## src/rtl/inv_shift_rows.sv

```systemverilog
// AES-128 InvShiftRows stage: captures a state, rotates row r right by r bytes,
// either one row per cycle (SERIAL=1) or the whole state at once (SERIAL=0).
module inv_shift_rows #(
    parameter bit SERIAL = 1'b1
) (
    input  logic         clk,
    input  logic         reset_n,
    input  logic         enable,
    input  logic [127:0] data_in,
    output logic [127:0] data_shifted,
    output logic         busy,
    output logic         done
);

    localparam int unsigned W = 128;

    typedef enum logic [1:0] {
        IDLE,
        SHIFT,
        DONE
    } state_t;

    state_t         state;
    logic [W-1:0]   work;
    logic [1:0]     row_cnt;

    // Rotate one row right by its row index; byte (r,c) sits at byte slot 15-(4c+r).
    function automatic logic [W-1:0] rot_row(input logic [W-1:0] s, input logic [1:0] row);
        logic [W-1:0] res;
        int unsigned  src;
        res = s;
        for (int unsigned c = 0; c < 4; c++) begin
            src = (c + 4 - 32'(row)) % 4;
            res[8*(15 - (4*c + 32'(row))) +: 8] = s[8*(15 - (4*src + 32'(row))) +: 8];
        end
        return res;
    endfunction

    function automatic logic [W-1:0] inv_all(input logic [W-1:0] s);
        logic [W-1:0] res;
        res = s;
        for (int unsigned r = 1; r < 4; r++) begin
            res = rot_row(res, 2'(r));
        end
        return res;
    endfunction

    always_ff @(posedge clk) begin
        if (reset_n) begin
            state        <= IDLE;
            work         <= '0;
            row_cnt      <= '0;
            data_shifted <= '0;
            busy         <= 1'b0;
            done         <= 1'b0;
        end else begin
            done <= 1'b0;
            case (state)
                IDLE, DONE: begin
                    if (enable) begin
                        work    <= data_in;
                        row_cnt <= '0;
                        busy    <= 1'b1;
                        state   <= SHIFT;
                    end else begin
                        state <= IDLE;
                    end
                end
                SHIFT: begin
                    if (SERIAL) begin
                        // Final row lands directly in the output register.
                        if (row_cnt == 2'd3) begin
                            work         <= rot_row(work, 2'd3);
                            data_shifted <= rot_row(work, 2'd3);
                            row_cnt      <= '0;
                            busy         <= 1'b0;
                            done         <= 1'b1;
                            state        <= DONE;
                        end else begin
                            work    <= rot_row(work, row_cnt);
                            row_cnt <= row_cnt + 2'd1;
                        end
                    end else begin
                        work         <= inv_all(work);
                        data_shifted <= inv_all(work);
                        busy         <= 1'b0;
                        done         <= 1'b1;
                        state        <= DONE;
                    end
                end
                default: state <= IDLE;
            endcase
        end
    end

endmodule

```

## config.mk

```make
export PLATFORM = sky130hd
export DESIGN_NAME = inv_shift_rows
export DESIGN_NICKNAME = d
export VERILOG_FILES = /design/src/rtl/inv_shift_rows.sv
export SDC_FILE = /design/constraint.sdc
export NUM_CORES = 1
export LEC_CHECK = 0
export BUFFER_PORTS_ARGS = -buffer_cell sky130_fd_sc_hd__buf_2
export CAP_MARGIN = 15
export CORE_MARGIN = 5
export CORE_UTILIZATION = 56
export CTS_CLUSTER_DIAMETER = 100
export DETAILED_ROUTE_END_ITERATION = 6
export HOLD_SLACK_MARGIN = 0.08
export PLACE_DENSITY = 0.81
export REMOVE_ABC_BUFFERS = 1
export SYNTH_ARGS = -nofsm -noshare
export SYNTH_HDL_FRONTEND = slang
export SYNTH_SLANG_ARGS = --single-unit
export TNS_END_PERCENT = 5
```

## constraint.sdc

```tcl
create_clock -name clk -period 3.5 [get_ports clk]
set_input_delay 0.7 -clock clk [delete_from_list [all_inputs] [get_ports clk]]
set_output_delay 0.7 -clock clk [all_outputs]
set_load 0.01 [all_outputs]
```

==> results.ini <==
[run_status]
status=finished clean

[finish]
final_common_cell=nand2_1
regArea_um2=5249
area_delta_synth_final_pct=17.76
layout.nets=1909
nFillCells=1985
final_cell_mix=367 x nand2_1, 261 x dfxtp_1, 259 x buf_2
multi_input_area_um2=7249
fin_area_um2=15470
drive_above_1_share_pct=25.75

[power_and_ir_drop]
ir_drop_mv=0.4075
power.leakage_nw=5.994
p_total_mw=7.666
powerDensity_nw_per_um2=495.4

[floorplan]
dieHeight_um=163.2
core_area_um2=23260
dieArea_um2=26630
chipWidth_um=163.2
initial_core_util_pct=56.49
io_pins=261
num_rows=56

[logic_synthesis]
ys.flop_type=dfxtp_1
yosys_warnings=0
synth-seq-cells=262
ys_types=70
syn_area_per_cell_um2=8.370
synthArstFlopShare_pct=0
synthCells=1570
yosysSeqAreaShare_pct=39.91
netlist_area_um2=13140
synth-edff-count=0

[cts]
post_cts_buffers=0
cts_hold_buf=0
clock_sinks=262
cts_tree=built
htreeDepth=1
cts_buffers=27
insertion_delay_ns=0.54
clk_pin_slew_worst_paths_ns=0.06
cts_resized=0
clockBufferDepth=3
root_buffer=clkbuf_16

[timing]
finalCriticalPeriod_ns=2.967
slew_violations=0
worst_pin_slew_ns=1.060
max_freq_ghz=0.3370
fin_hold_ws_ns=0.4252
rsz0062_at_grt=no
post-route-period-util_pct=84.78
hold_viol=0
setup_violations=0
slew_headroom_pct=28.87
fin_ws_ns=0.5326
fin_worst_skew_ns=0.01115
final.setup.tns_ns=0

[route]
drt_iter0_markers=1719
drc_errors=0
drtAntennaViolNets=0
vias_per_cell=6.376
wirelength_um=45560
firstDrtPassIters=5
routedWlPerCell_um=21.58
dr_total_vias=13460

[hold_path]
worstHoldStart=data_in[34]
hold_path.class=in -> reg
hold_path_end=work[34]$_SDFFE_PP0P_
holdPathStages=3

[global_routing]
grt_pass1_wl_um=70830
grt_max_degree=105
grt_util_all_layers_pct=33.06
antenna_found_initial=3
first_global_vias=12720
overflow=0

[critical_path]
crit_path_max_fanout=28
crit_required_ns=3.89
worst_setup_path_end_kind=register
worst_setup_path_start_kind=register
critPathKind=reg -> reg
r2r_end=work[100]$_SDFFE_PP0P_
r2r_cells=9
r2r-start=row_cnt[0]$_SDFFE_PP0P_
rrSetupSlack_ns=0.53
worstPathArrival_ns=3.36

[place]
port_buffers=260
dp_hpwl_um=31920
pre_cts_slack_ns=0.6122
placed_area_um2=14600
gp_congestion=0.9285

[flow_run]
cap_violations=0

worst max path at each step:
stage                                  end  cells after the start                     from  slack, ns
global route        work[100]$_SDFFE_PP0P_                     10  row_cnt[1]$_SDFFE_PP0P_       0.34
global placement     work[93]$_SDFFE_PP0P_                      8  row_cnt[1]$_SDFFE_PP0P_       0.61
floorplan             work[0]$_SDFFE_PP0P_                      6  row_cnt[0]$_SDFFE_PP0P_      -3.40
CTS                  work[93]$_SDFFE_PP0P_                      8  row_cnt[1]$_SDFFE_PP0P_       0.59
detailed placement   work[96]$_SDFFE_PP0P_                      9  row_cnt[1]$_SDFFE_PP0P_       0.61
finish              work[100]$_SDFFE_PP0P_                      9  row_cnt[0]$_SDFFE_PP0P_       0.53
power by group:
| part | leakage [nW] | switching [mW] | internal, mW | total, mW |
|---|---|---|---|---|
| clock | 0.425 | 1.20 | 1.64 | 2.84 |
| sequential | 2.14 | 0.184 | 3.13 | 3.31 |
| combinational | 3.43 | 0.938 | 0.570 | 1.51 |
per-layer routing:
layer	global-route usage (%)	vias to the layer above	wire length [um]
met5	0	-	8
met4	13.50	2	1990
met3	6.359	158	5352
met2	50.49	884	20110
met1	46.20	6344	18100
li1	-	6072	-
synth_stat cells, types with 8 or more instances:
cell type	n	area (um^2)
a2111oi_2	21	315.3
a211oi_1	14	105.1
a21oi_1	186	930.9
a221oi_1	39	341.6
a311oi_1	8	70.07
a31oi_1	17	106.4
buf_2	36	180.2
buf_4	8	60.06
buf_6	9	101.4
clkbuf_1	74	277.8
dfxtp_1	262	5245
ha_1	8	100.1
mux2_2	27	304.0
mux2i_1	23	230.2
mux4_2	30	675.7
nand2_1	368	1381
nand2b_1	18	112.6
nor2_1	115	431.7
nor2b_1	8	50.05
nor3_1	37	185.2
o211ai_1	26	195.2
o21a_1	8	60.06
o21ai_0	53	265.3
o21ai_1	26	130.1
o221ai_1	8	70.07
o22ai_1	29	181.4
critical path: stages (launching register included):
cell and delay [ns]:
dfxtp_4 0.35, inv_1 0.23, ha_4 0.37, buf_4 0.28, or3_1 0.48, nand2_1 0.15, buf_4 0.31, nor2_1 0.11
a2111oi_0 0.43, a211oi_1 0.10
metrics by stage:
stage          std cells  utilization [%]
2_1_floorplan       1436                -
3_3_place_gp        2060            62.77
3_5_place_dp        2060            62.77
4_1_cts             2109            66.50
5_1_grt             2111            66.52
6_report            2111            66.52
kinds of logic after synthesis:
group	synth area share, %
simple gates	19.72
compound gates	24.55
flops	39.91
buf+inv	5.189
mux	9.807
fa+ha+maj	0.7617
xor+xnor	0.06666
sequential cells by signal, summed over array words and instances, names as in the netlist:
signal and count:
data_shifted 128, work 128, row_cnt 2, state 2, busy 1, done 1
cell type report:
class                           count  share of cell area (%)
Antenna cell                        2                 0.03234
Clock buffer                       41                   5.158
Clock inverter                      8                  0.4528
Inverter                            5                  0.1213
Multi-Input combinational cell   1169                   46.85
Sequential cell                   262                   33.92
Tap cell                          319                   2.579
Timing Repair Buffer              305                   10.89
Power figures use the tool's default switching activity.
